### src/rtl/bilinear_job_sequencer.sv
// bilinear_job_sequencer
//   Host-side job controller for bilinear_top. Descriptors are queued in a
//   small FIFO and run one at a time. Each descriptor is validated, then
//   programmed over the CSR port (SCALE_Q, IN_W_H, OUT_W_H, CTRL). The
//   controller polls STATUS until the job is done, times out or is aborted,
//   then reads PERF_CYC/PERF_PIX, disables the core and presents one result
//   record that is held until it is accepted.
// Ports
//   clk, rst_n                  clock, asynchronous active-low reset
//   job_valid/job_ready         descriptor handshake (ready = FIFO not full)
//   job_tag/mode/scale_q/...    descriptor fields
//   abort                       abort the in-flight job (WAIT states only)
//   res_valid/res_ready         result handshake
//   res_tag/err/cycles/pixels   result record
//   seq_busy                    FSM active or descriptors pending
//   stat_jobs                   count of jobs finished without error
//   csr_we/addr/wdata/rdata     CSR master port to bilinear_top
module bilinear_job_sequencer #(
  parameter int unsigned QDEPTH      = 4,
  parameter int unsigned TAG_W       = 4,
  parameter int unsigned TIMEOUT_CYC = 1000000
) (
  input  logic             clk,
  input  logic             rst_n,
  input  logic             job_valid,
  output logic             job_ready,
  input  logic [TAG_W-1:0] job_tag,
  input  logic             job_mode,
  input  logic [15:0]      job_scale_q,
  input  logic [15:0]      job_in_w,
  input  logic [15:0]      job_in_h,
  input  logic [15:0]      job_out_w,
  input  logic [15:0]      job_out_h,
  input  logic             abort,
  output logic             res_valid,
  input  logic             res_ready,
  output logic [TAG_W-1:0] res_tag,
  output logic [1:0]       res_err,
  output logic [31:0]      res_cycles,
  output logic [31:0]      res_pixels,
  output logic             seq_busy,
  output logic [15:0]      stat_jobs,
  output logic             csr_we,
  output logic [3:0]       csr_addr,
  output logic [31:0]      csr_wdata,
  input  logic [31:0]      csr_rdata
);

  localparam int unsigned PW = $clog2(QDEPTH);

  localparam logic [3:0] A_CTRL    = 4'd0;
  localparam logic [3:0] A_STATUS  = 4'd1;
  localparam logic [3:0] A_SCALE   = 4'd2;
  localparam logic [3:0] A_IN_WH   = 4'd3;
  localparam logic [3:0] A_OUT_WH  = 4'd4;
  localparam logic [3:0] A_PERF_C  = 4'd5;
  localparam logic [3:0] A_PERF_P  = 4'd6;

  localparam logic [1:0] E_OK      = 2'd0;
  localparam logic [1:0] E_BAD     = 2'd1;
  localparam logic [1:0] E_TMO     = 2'd2;
  localparam logic [1:0] E_ABORT   = 2'd3;

  typedef struct packed {
    logic [TAG_W-1:0] tag;
    logic             mode;
    logic [15:0]      scale;
    logic [15:0]      in_w;
    logic [15:0]      in_h;
    logic [15:0]      out_w;
    logic [15:0]      out_h;
  } desc_t;

  typedef enum logic [3:0] {
    S_IDLE, S_CHECK, S_WR_SCALE, S_WR_IN, S_WR_OUT, S_WR_CTRL,
    S_WAIT_BUSY, S_WAIT_DONE, S_RD_CYC, S_RD_PIX, S_DISABLE, S_RESULT
  } state_t;

  // ---------------------------------------------------------------- FIFO
  desc_t         mem_q [QDEPTH];
  logic [PW:0]   wr_ptr_q, rd_ptr_q;
  logic          fifo_empty, fifo_full, push, pop;
  desc_t         desc_in;

  assign desc_in    = '{tag: job_tag, mode: job_mode, scale: job_scale_q,
                        in_w: job_in_w, in_h: job_in_h,
                        out_w: job_out_w, out_h: job_out_h};
  assign fifo_empty = (wr_ptr_q == rd_ptr_q);
  assign fifo_full  = (wr_ptr_q[PW] != rd_ptr_q[PW]) &&
                      (wr_ptr_q[PW-1:0] == rd_ptr_q[PW-1:0]);
  assign job_ready  = !fifo_full;
  assign push       = job_valid && !fifo_full;

  always_ff @(posedge clk or negedge rst_n) begin
    if (!rst_n) begin
      wr_ptr_q <= '0;
      rd_ptr_q <= '0;
    end else begin
      if (push) wr_ptr_q <= wr_ptr_q + (PW+1)'(1);
      if (pop)  rd_ptr_q <= rd_ptr_q + (PW+1)'(1);
    end
  end

  always_ff @(posedge clk) begin
    if (push) mem_q[wr_ptr_q[PW-1:0]] <= desc_in;
  end

  // ---------------------------------------------------------------- FSM
  state_t        state_q, state_d;
  desc_t         job_q, job_d;
  logic [1:0]    err_q, err_d;
  logic [31:0]   cyc_q, cyc_d;
  logic [31:0]   pix_q, pix_d;
  logic [31:0]   ctr_q, ctr_d;
  logic [15:0]   stat_q, stat_d;
  // Low only while in reset and the first cycle after, so csr_addr reads 0
  // under reset instead of the idle STATUS poll address.
  logic          init_q;
  logic          bad_desc, tmo_hit, st_busy, st_done;

  assign bad_desc = (job_q.in_w == 16'd0) || (job_q.in_h == 16'd0) ||
                    (job_q.out_w == 16'd0) || (job_q.out_h == 16'd0) ||
                    (job_q.out_w > job_q.in_w) || (job_q.out_h > job_q.in_h) ||
                    (job_q.scale == 16'd0);
  assign tmo_hit  = (TIMEOUT_CYC != 0) && (ctr_q == TIMEOUT_CYC);
  assign st_busy  = csr_rdata[0];
  assign st_done  = csr_rdata[1];

  always_ff @(posedge clk or negedge rst_n) begin
    if (!rst_n) begin
      state_q <= S_IDLE;
      job_q   <= '0;
      err_q   <= '0;
      cyc_q   <= '0;
      pix_q   <= '0;
      ctr_q   <= '0;
      stat_q  <= '0;
      init_q  <= 1'b0;
    end else begin
      state_q <= state_d;
      job_q   <= job_d;
      err_q   <= err_d;
      cyc_q   <= cyc_d;
      pix_q   <= pix_d;
      ctr_q   <= ctr_d;
      stat_q  <= stat_d;
      init_q  <= 1'b1;
    end
  end

  always_comb begin
    state_d = state_q;
    job_d   = job_q;
    err_d   = err_q;
    cyc_d   = cyc_q;
    pix_d   = pix_q;
    ctr_d   = ctr_q;
    stat_d  = stat_q;
    pop     = 1'b0;
    unique case (state_q)
      S_IDLE: begin
        if (!fifo_empty) begin
          pop     = 1'b1;
          job_d   = mem_q[rd_ptr_q[PW-1:0]];
          err_d   = E_OK;
          cyc_d   = '0;
          pix_d   = '0;
          state_d = S_CHECK;
        end
      end
      S_CHECK: begin
        if (bad_desc) begin
          err_d   = E_BAD;
          state_d = S_RESULT;
        end else begin
          state_d = S_WR_SCALE;
        end
      end
      S_WR_SCALE: state_d = S_WR_IN;
      S_WR_IN:    state_d = S_WR_OUT;
      S_WR_OUT:   state_d = S_WR_CTRL;
      S_WR_CTRL: begin
        ctr_d   = '0;
        state_d = S_WAIT_BUSY;
      end
      S_WAIT_BUSY: begin
        ctr_d = (ctr_q == '1) ? ctr_q : ctr_q + 32'd1;
        // A DONE seen in the very first poll may be left over from the
        // previous job, so it only counts from the second cycle on.
        if (st_done && (ctr_q != '0)) begin
          state_d = S_WAIT_DONE;
        end else if (abort) begin
          err_d   = E_ABORT;
          state_d = S_RD_CYC;
        end else if (tmo_hit) begin
          err_d   = E_TMO;
          state_d = S_RD_CYC;
        end else if (st_busy) begin
          state_d = S_WAIT_DONE;
        end
      end
      S_WAIT_DONE: begin
        ctr_d = (ctr_q == '1) ? ctr_q : ctr_q + 32'd1;
        if (st_done) begin
          err_d   = E_OK;
          state_d = S_RD_CYC;
        end else if (abort) begin
          err_d   = E_ABORT;
          state_d = S_RD_CYC;
        end else if (tmo_hit) begin
          err_d   = E_TMO;
          state_d = S_RD_CYC;
        end
      end
      S_RD_CYC: begin
        cyc_d   = csr_rdata;
        state_d = S_RD_PIX;
      end
      S_RD_PIX: begin
        pix_d   = csr_rdata;
        state_d = S_DISABLE;
      end
      S_DISABLE: state_d = S_RESULT;
      S_RESULT: begin
        if (res_ready) begin
          if (err_q == E_OK) stat_d = stat_q + 16'd1;
          state_d = S_IDLE;
        end
      end
      default: state_d = S_IDLE;
    endcase
  end

  always_comb begin
    csr_we    = 1'b0;
    csr_addr  = init_q ? A_STATUS : 4'd0;
    csr_wdata = '0;
    res_valid = 1'b0;
    unique case (state_q)
      S_WR_SCALE: begin
        csr_we    = 1'b1;
        csr_addr  = A_SCALE;
        csr_wdata = {16'h0, job_q.scale};
      end
      S_WR_IN: begin
        csr_we    = 1'b1;
        csr_addr  = A_IN_WH;
        csr_wdata = {job_q.in_w, job_q.in_h};
      end
      S_WR_OUT: begin
        csr_we    = 1'b1;
        csr_addr  = A_OUT_WH;
        csr_wdata = {job_q.out_w, job_q.out_h};
      end
      S_WR_CTRL: begin
        csr_we    = 1'b1;
        csr_addr  = A_CTRL;
        csr_wdata = {29'h0, job_q.mode, 2'b11};
      end
      S_RD_CYC:  csr_addr = A_PERF_C;
      S_RD_PIX:  csr_addr = A_PERF_P;
      S_DISABLE: begin
        csr_we    = 1'b1;
        csr_addr  = A_CTRL;
        csr_wdata = '0;
      end
      S_RESULT:  res_valid = 1'b1;
      default: ;
    endcase
  end

  assign res_tag    = job_q.tag;
  assign res_err    = err_q;
  assign res_cycles = cyc_q;
  assign res_pixels = pix_q;
  assign stat_jobs  = stat_q;
  assign seq_busy   = (state_q != S_IDLE) || !fifo_empty;

endmodule

### config.mk
export PLATFORM = sky130hd
export DESIGN_NAME = bilinear_job_sequencer
export DESIGN_NICKNAME = d
export VERILOG_FILES = /design/src/rtl/bilinear_job_sequencer.sv
export SDC_FILE = /design/constraint.sdc
export NUM_CORES = 1
export LEC_CHECK = 0
export BUFFER_PORTS_ARGS = -buffer_cell sky130_fd_sc_hd__buf_2
export CORE_UTILIZATION = 45
export CTS_BUF_LIST = sky130_fd_sc_hd__clkbuf_8
export DETAILED_ROUTE_END_ITERATION = 6
export PLACE_DENSITY = 0.65
export SETUP_SLACK_MARGIN = 0.15
export SLEW_MARGIN = 40
export SYNTH_ARGS = -nofsm -noshare
export SYNTH_HDL_FRONTEND = slang
export SYNTH_SLANG_ARGS = --single-unit
### constraint.sdc
create_clock -name clk -period 4.22 [get_ports clk]
set_input_delay 0.633 -clock clk [delete_from_list [all_inputs] [get_ports clk]]
set_output_delay 0.633 -clock clk [all_outputs]
set_load 0.02 [all_outputs]
=== After elaboration in Yosys (flattened, before gate mapping) ===
Memory sizes are Yosys's and may differ from the RTL's. A register that Yosys moved wholly into a read port is not among the register bits.
Cells that the tools add are included.
Widths: inputs -> output; s select.

* Flip-flop bits (word level): 125
* Memory bits (writable): 340
* Bits of input ports: 122
* Output and inout bits: 126
* Word-level logic and storage cells: 108
* Memories: 1

{| class="wikitable"
|+ Memory list
! memory !! words !! bits a word !! rd ports !! clocked after memory_dff !! write ports !! line !! source
|-
| mem_q || 4 || 85 || 1 || 1 || 1 || 80 || <nowiki>desc_t mem_q [QDEPTH];</nowiki>
|}

* Add/subtract/negate cells: 4
* $lt $le $gt $ge: 2
* Equality and inequality tests: 23
* Muxes and demuxes: 32
* Bitwise gates (word level): 1
* Reductions and logical operators: 36

{| class="wikitable"
|+ Operator list
! operator !! count
|-
| $pmux 32 s2 || 3
|-
| $pmux 32 s4 || 1
|-
| $logic_not 16->1 || 5
|-
| $mux 32 || 2
|-
| $pmux 4 s12 || 1
|-
| $mux 4 || 10
|-
| $add 32x1->32 const B || 1
|-
| $eq 32x20->1 const B || 1
|-
| $eq 32x32->1 const B || 1
|-
| $gt 16x16->1 || 2
|-
| $reduce_bool 32->1 || 1
|-
| $pmux 3 s6 || 1
|-
| $add 16x1->16 const B || 1
|-
| $eq 4x3->1 const B || 4
|-
| $eq 4x4->1 const B || 4
|-
| $mux 2 || 6
|-
| $ne 2x2->1 const B || 5
|-
| $eq 4x2->1 const B || 2
|-
| $pmux 2 s4 || 1
|-
| $reduce_and 2->1 || 4
|-
| $reduce_and 4->1 || 2
|-
| $reduce_bool 4->1 || 2
|-
| $logic_or 1x1->1 || 7
|-
| $mux 1 || 7
|-
| other kinds (16) || 24
|}

=== Depth between registers and ports, before layout ===
* Word-level depth: 9
* Mapped depth: 9
* Gate-level depth less buffers: 9

=== Worst setup path before layout ===
Ideal clock, no wire load.

* Kind: reg-to-reg
* From: reg rd_ptr_q[1]
* To: mem mem_q[3][0] (netlist name), enable pin
* Library setup time: 0.455 ns
* Data arrival time: 3.093 ns
* Data required time: 3.765 ns
* Slack: 0.672 ns
* Cell stages (with the launch flop): 6
* Path buffers: 1
* Clock period less this slack: 3.548 ns
* Cell sequence: dfrtp_1 > clkbuf_1 > xor2_1 > nor2_1 > nand2_1 > and3_1

* Cells in the longest elaborated chain, start to end: 6

{| class="wikitable"
|+ RTL lines
! element !! line !! source
|-
| from (decl) || 81 || <nowiki>logic [PW:0] wr_ptr_q, rd_ptr_q;</nowiki>
|-
| from (signal assigned) || 100 || <nowiki>if (pop) rd_ptr_q <= rd_ptr_q + (PW+1)'(1);</nowiki>
|-
| $eq 2x2->1 || 90 || <nowiki>(wr_ptr_q[PW-1:0] == rd_ptr_q[PW-1:0]);</nowiki>
|-
| $logic_and 1x1->1 || 89 || <nowiki>assign fifo_full = (wr_ptr_q[PW] != rd_ptr_q[PW]) &&</nowiki>
|-
| $logic_not 1->1 || n/a ||
|-
| via job_ready || 26 || <nowiki>output logic job_ready,</nowiki>
|-
| $logic_and 1x1->1 || 92 || <nowiki>assign push = job_valid && !fifo_full;</nowiki>
|-
| $mux 1 || 105 || <nowiki>if (push) mem_q[wr_ptr_q[PW-1:0]] <= desc_in;</nowiki>
|-
| $mux 1 (not written as such) || 105 ||
|-
| to (decl) || 80 ||
|}

The timed path passes the listed nets, and every way through them passes these cells.

=== Worst setup path after layout ===
* From: reg state_q[1]
* To: out csr_wdata[0]

* Cells in the longest elaborated chain, start to end: 2
* Elaborated cells between the ends (all ways): 5
* Those cells by class: 4 x eq/ne; 1 x mux

{| class="wikitable"
|+ RTL lines
! element !! line !! source
|-
| from (decl) || 109 || <nowiki>state_t state_q, state_d;</nowiki>
|-
| from (signal assigned) || 140 || <nowiki>state_q <= state_d;</nowiki>
|-
| $eq 4x3->1 / $eq 4x2->1 (equally long branches) || 239 || <nowiki>unique case (state_q)</nowiki>
|-
| $pmux 32 s4 * || 239 ||
|-
| to (decl) || 45 || <nowiki>output logic [31:0] csr_wdata,</nowiki>
|}

Mark *: on every way between the ends. The rest lies on a longest branch, timed or not.

==> impl_table.tex <==
\begin{tabular}{lr}
\hline
Metric & Value \\
\hline
\multicolumn{2}{l}{\textbf{Routing}} \\
\quad Number of design-rule violations left by the first detailed-router iteration & 1222 \\
\quad Vias per cell & 5.38 \\
\quad DRC violation count after routing & 0 \\
\quad Antenna Nets Post-Route & 0 \\
\quad Detailed Route WL & 52400 um \\
\quad Vias & about 14000 \\
\quad Drt pass-1 iters & 7 \\
\quad Per-cell routed wire length & 19.6 um \\
\multicolumn{2}{l}{\textbf{Clocking}} \\
\quad Number of sinks driven by the clock tree & 550 \\
\quad Post-CTS resize count & 0 \\
\quad Clock slew seen by the registers of the worst setup and hold paths & roughly 0.060 ns \\
\quad TritonCTS clock tree & built \\
\quad CTS Buf Count & 89 \\
\quad CTS H-Tree Depth & 3 \\
\quad Source-to-sink clock delay at the later pin of the worst-skew pair & approximately 0.66 ns \\
\quad Root cell of the clock tree & sky130\_fd\_sc\_hd\_\_clkbuf\_8 \\
\quad Clock tree buffer depth & 3 \\
\multicolumn{2}{l}{\textbf{Synthesis}} \\
\quad Synth cell types & 65 \\
\quad Nets in the synthesized netlist & 1809 \\
\quad Post-Synthesis Cells & 1647 \\
\quad Cell type contributing the most total cell area after synthesis & sky130\_fd\_sc\_hd\_\_edfxtp\_1 \\
\quad Post-synthesis sequential area ratio & 68.3\% \\
\quad Yosys warns & 0 \\
\quad Netlist area before placement & 22700 um2 \\
\quad Fraction of synthesized cell area taken by the top area cell type & 45.1\% \\
\quad Number of enable flip-flop cells after synthesis & 340 \\
\quad Async set or reset register ratio after synthesis & a little under two fifths \\
\quad Top-count cell post-synth & sky130\_fd\_sc\_hd\_\_nand2\_1 \\
\quad Syn Area/Cell & 13.8 um2 \\
\quad Largest cells by area after synthesis & sky130\_fd\_sc\_hd\_\_edfxtp\_1 45\%, sky130\_fd\_sc\_hd\_\_dfrtp\_1 23\%, sky130\_fd\_sc\_hd\_\_mux4\_2 8.4\% \\
\quad Top cell types by occurrence after synthesis & 388 x sky130\_fd\_sc\_hd\_\_nand2\_1, 340 x sky130\_fd\_sc\_hd\_\_edfxtp\_1, 210 x sky130\_fd\_sc\_hd\_\_dfrtp\_1 \\
\quad Primary flip-flop cell chosen by synthesis mapping & sky130\_fd\_sc\_hd\_\_edfxtp\_1 \\
\quad Post-synthesis register bit count & 550 \\
\multicolumn{2}{l}{\textbf{Floorplan}} \\
\quad Core area & 49300 um2 \\
\quad Vertical die dimension & 226 um \\
\quad Initial Utilization & a little under half \\
\quad Horizontal extent of the die & 226 um \\
\quad Number of placement rows & 81 \\
\quad Top Ports & 248 \\
\quad Total die area & roughly 51000 um2 \\
\multicolumn{2}{l}{\textbf{Global routing}} \\
\quad Wire length of the first global-routing pass & just over 80000 um \\
\quad Total congestion overflow after global routing & 0 \\
\quad Maximum number of pins on one net before global-route repair & 88 \\
\quad Initial antenna violation count & 16 \\
\quad Aggregate global-route resource usage & 20.8\% \\
\quad Met1 capacity usage during global routing & 26.8\% \\
\quad Via count of the first global-routing pass & between 10000 and 15000 \\
\quad GRT busiest layer & met2 \\
\quad Global routing usage on met3 & 5.29\% \\
\quad Met2 usage in global routing & 33.3\% \\
\multicolumn{2}{l}{\textbf{STA}} \\
\quad Final setup violation count & 0 \\
\quad Slew Limit Headroom & between 40\% and 50\% \\
\quad Minimum clock period & between 3 and 4 ns \\
\quad Final setup TNS & 0 ns \\
\quad Fin worst setup slack & 0.599 ns \\
\quad Final Max Tran Viols & 0 \\
\quad Period Utilization, post-route & 85.8\% \\
\quad Final-report hold violation count & 0 \\
\quad Unrepaired setup endpoints after global routing & no \\
\quad Final Skew & $\sim$0.029 ns \\
\quad Slew @ Worst Pin & 0.795 ns \\
\quad Maximum clock frequency & 0.276 GHz \\
\multicolumn{2}{l}{\textbf{Layout}} \\
\quad Area occupied by multi-input gates & 6720 um2 \\
\quad Sequential cell area in the final layout & around 15000 um2 \\
\quad Filler cell count & 4154 \\
\quad Fraction of layout instances using a drive strength above 1 & between 20 and 25\% \\
\quad Core utilization of the finished layout & 53.9\% \\
\quad P\&R area growth vs syn & 17.1\% \\
\quad Number of nets in the final layout & approximately 2100 \\
\multicolumn{2}{l}{\textbf{Pwr}} \\
\quad Static leakage power & 10.8 nW \\
\quad Worst IR Drop VDD & around 0.00037 V \\
\quad Psw & 6.51 mW \\
\quad Fraction of power consumed by sequential logic & 44.4\% \\
\quad Comb power frac & 31.6\% \\
\quad Clock share of power & approximately a quarter \\
\quad Power density of the placed cells & 689 nW/um2 \\
\quad Internal power & about 12 mW \\
\quad Net Sw Frac & 35.6\% \\
\multicolumn{2}{l}{\textbf{Critical path}} \\
\quad Worst reg2reg path endpoint & state\_q[3] \\
\quad Critical Path Sink Type & primary output \\
\quad Startpoint of the lowest-slack register-to-register path & job\_q[14] \\
\quad R2R setup slack & 1.25 ns \\
\quad Sort of element at the start of the critical path & register \\
\quad Crit path DAT & 2.99 ns \\
\quad Launch point of the worst path & state\_q[1] \\
\quad Critical setup path kind & register to primary output \\
\quad Required arrival time at the worst endpoint & 3.59 ns \\
\quad Cell count of the worst reg-to-reg path & 8 \\
\quad Largest fanout on the critical path & 32 \\
\multicolumn{2}{l}{\textbf{Place}} \\
\quad Global placement routability congestion & about 0.94 \\
\quad Hpwl dp & 34400 um \\
\quad DP Worst Slack & roughly 1.3 ns \\
\quad Quantity of I/O buffers inserted on ports & between 200 and 250 \\
\multicolumn{2}{l}{\textbf{Status}} \\
\quad Run status & finished clean \\
\multicolumn{2}{l}{\textbf{Hold path}} \\
\quad Min-Delay Endpoint & mem\_q[2][45] \\
\quad Path type of the worst min-delay path & input port to register \\
\quad Min-Delay Startpoint & job\_in\_h[13] \\
\quad Cell depth of the worst hold path & 1 \\
\multicolumn{2}{l}{\textbf{Job}} \\
\quad Number of maximum-capacitance violations & 0 \\
\hline
\end{tabular}
## worst max-delay path by stage
stage	to	slack, ns
2_1_floorplan	mem_q[3][0]	0.67
3_5_place_dp	state_q[3]	1.29
4_1_cts	csr_wdata[0]	0.62
5_1_grt	csr_wdata[0]	0.44
6_report	csr_wdata[0]	0.60
3_3_place_gp	csr_addr[2]	1.24
## power by group through the flow
stage / clock network (mW) / logic, mW / registers [mW]
after global routing: 4.75 / 6.41 / 8.24
after global placement: 0 / 5.71 / 8.14
after floorplan: 0 / 3.89 / 8.05
after detailed placement: 0 / 5.84 / 8.21
after CTS: 4.53 / 5.87 / 8.11
final: 4.40 / 5.78 / 8.11
## stage by stage
stage	hold WS, ns	instance area [um2]	total power, mW	std cells
after floorplan	0.337	22700	11.9	1647
after global placement	0.457	24700	13.9	2494
after detailed placement	0.475	24800	14.0	2497
after CTS	0.108	26500	18.5	2663
after global routing	0.135	26500	19.4	2669
final	0.183	26500	18.3	2672
## kinds of logic after synthesis
| family | share of synthesized area [%] |
|---|---|
| buffers and inverters | 2.36 |
| XOR/XNOR | 1.74 |
| other | 0.0331 |
| multiplexers | 8.54 |
| AO/OA/AOI/OAI | 5.66 |
| flip-flops | 68.3 |
| adder cells (fa/ha/maj) | 2.21 |
| AND/OR/NAND/NOR | 11.2 |
## registers in the layout (all words and copies together), names as in the netlist
name,flops
mem_q,340
rd_ptr_q,3
res_tag,4
res_cycles,32
job_q,81
wr_ptr_q,3
init_q,1
ctr_q,32
res_pixels,32
state_q,4
res_err,2
stat_jobs,16
## final cells by class
class | instances | area share (%)
sequential | 550 | 58.3
multi-input combinational | 961 | 25.3
timing repair buffer | 274 | 5.96
clock buffer | 99 | 5.13
tap | 664 | 3.13
clock inverter | 66 | 1.37
inverter | 50 | 0.707
antenna | 8 | 0.0754
## placed cells by master, fill, tap and decap left out, types with 4 or more instances in the layout
cell type	n
sky130_fd_sc_hd__a21oi_1	26
sky130_fd_sc_hd__nand4_1	25
sky130_fd_sc_hd__edfxtp_1	340
sky130_fd_sc_hd__or4_1	4
sky130_fd_sc_hd__nor2_1	48
sky130_fd_sc_hd__or3_1	7
sky130_fd_sc_hd__buf_2	245
sky130_fd_sc_hd__xor2_1	22
sky130_fd_sc_hd__ha_1	40
sky130_fd_sc_hd__and3_4	4
sky130_fd_sc_hd__a22oi_1	16
sky130_fd_sc_hd__a22o_1	16
sky130_fd_sc_hd__o21ai_0	114
sky130_fd_sc_hd__buf_4	16
sky130_fd_sc_hd__nand2_1	388
sky130_fd_sc_hd__clkinv_2	10
sky130_fd_sc_hd__and3_1	7
sky130_fd_sc_hd__inv_1	87
sky130_fd_sc_hd__a31oi_1	6
sky130_fd_sc_hd__xnor2_1	23
sky130_fd_sc_hd__buf_12	7
sky130_fd_sc_hd__dfrtp_1	208
sky130_fd_sc_hd__clkbuf_8	99
sky130_fd_sc_hd__nor3_1	8
sky130_fd_sc_hd__mux4_2	85
sky130_fd_sc_hd__nand3_1	27
sky130_fd_sc_hd__diode_2	8
sky130_fd_sc_hd__nor4_1	27
sky130_fd_sc_hd__nand2b_1	7
sky130_fd_sc_hd__clkinv_1	12
## metal layers
layer | wire length [um] | up-vias
met5 | 110 | -
met2 | 24700 | 463
li1 | - | 6612
met3 | 3850 | 114
met1 | 22100 | 7158
met4 | 1720 | 16
## critical path, stage by stage, from the launching register on
cell and delay [ns]:
sky130_fd_sc_hd__dfrtp_1 0.80, sky130_fd_sc_hd__nand2_1 0.24, sky130_fd_sc_hd__nor3_2 0.18, sky130_fd_sc_hd__buf_4 0.37, sky130_fd_sc_hd__a22oi_1 0.21, sky130_fd_sc_hd__o21ai_0 0.27
sky130_fd_sc_hd__buf_2 0.26
## repair_timing
item                      CTS  global route
hold buffers                1             0
buffers inserted            0             0
hold endpoints to repair   57             0
Power figures use the tool's default switching activity.
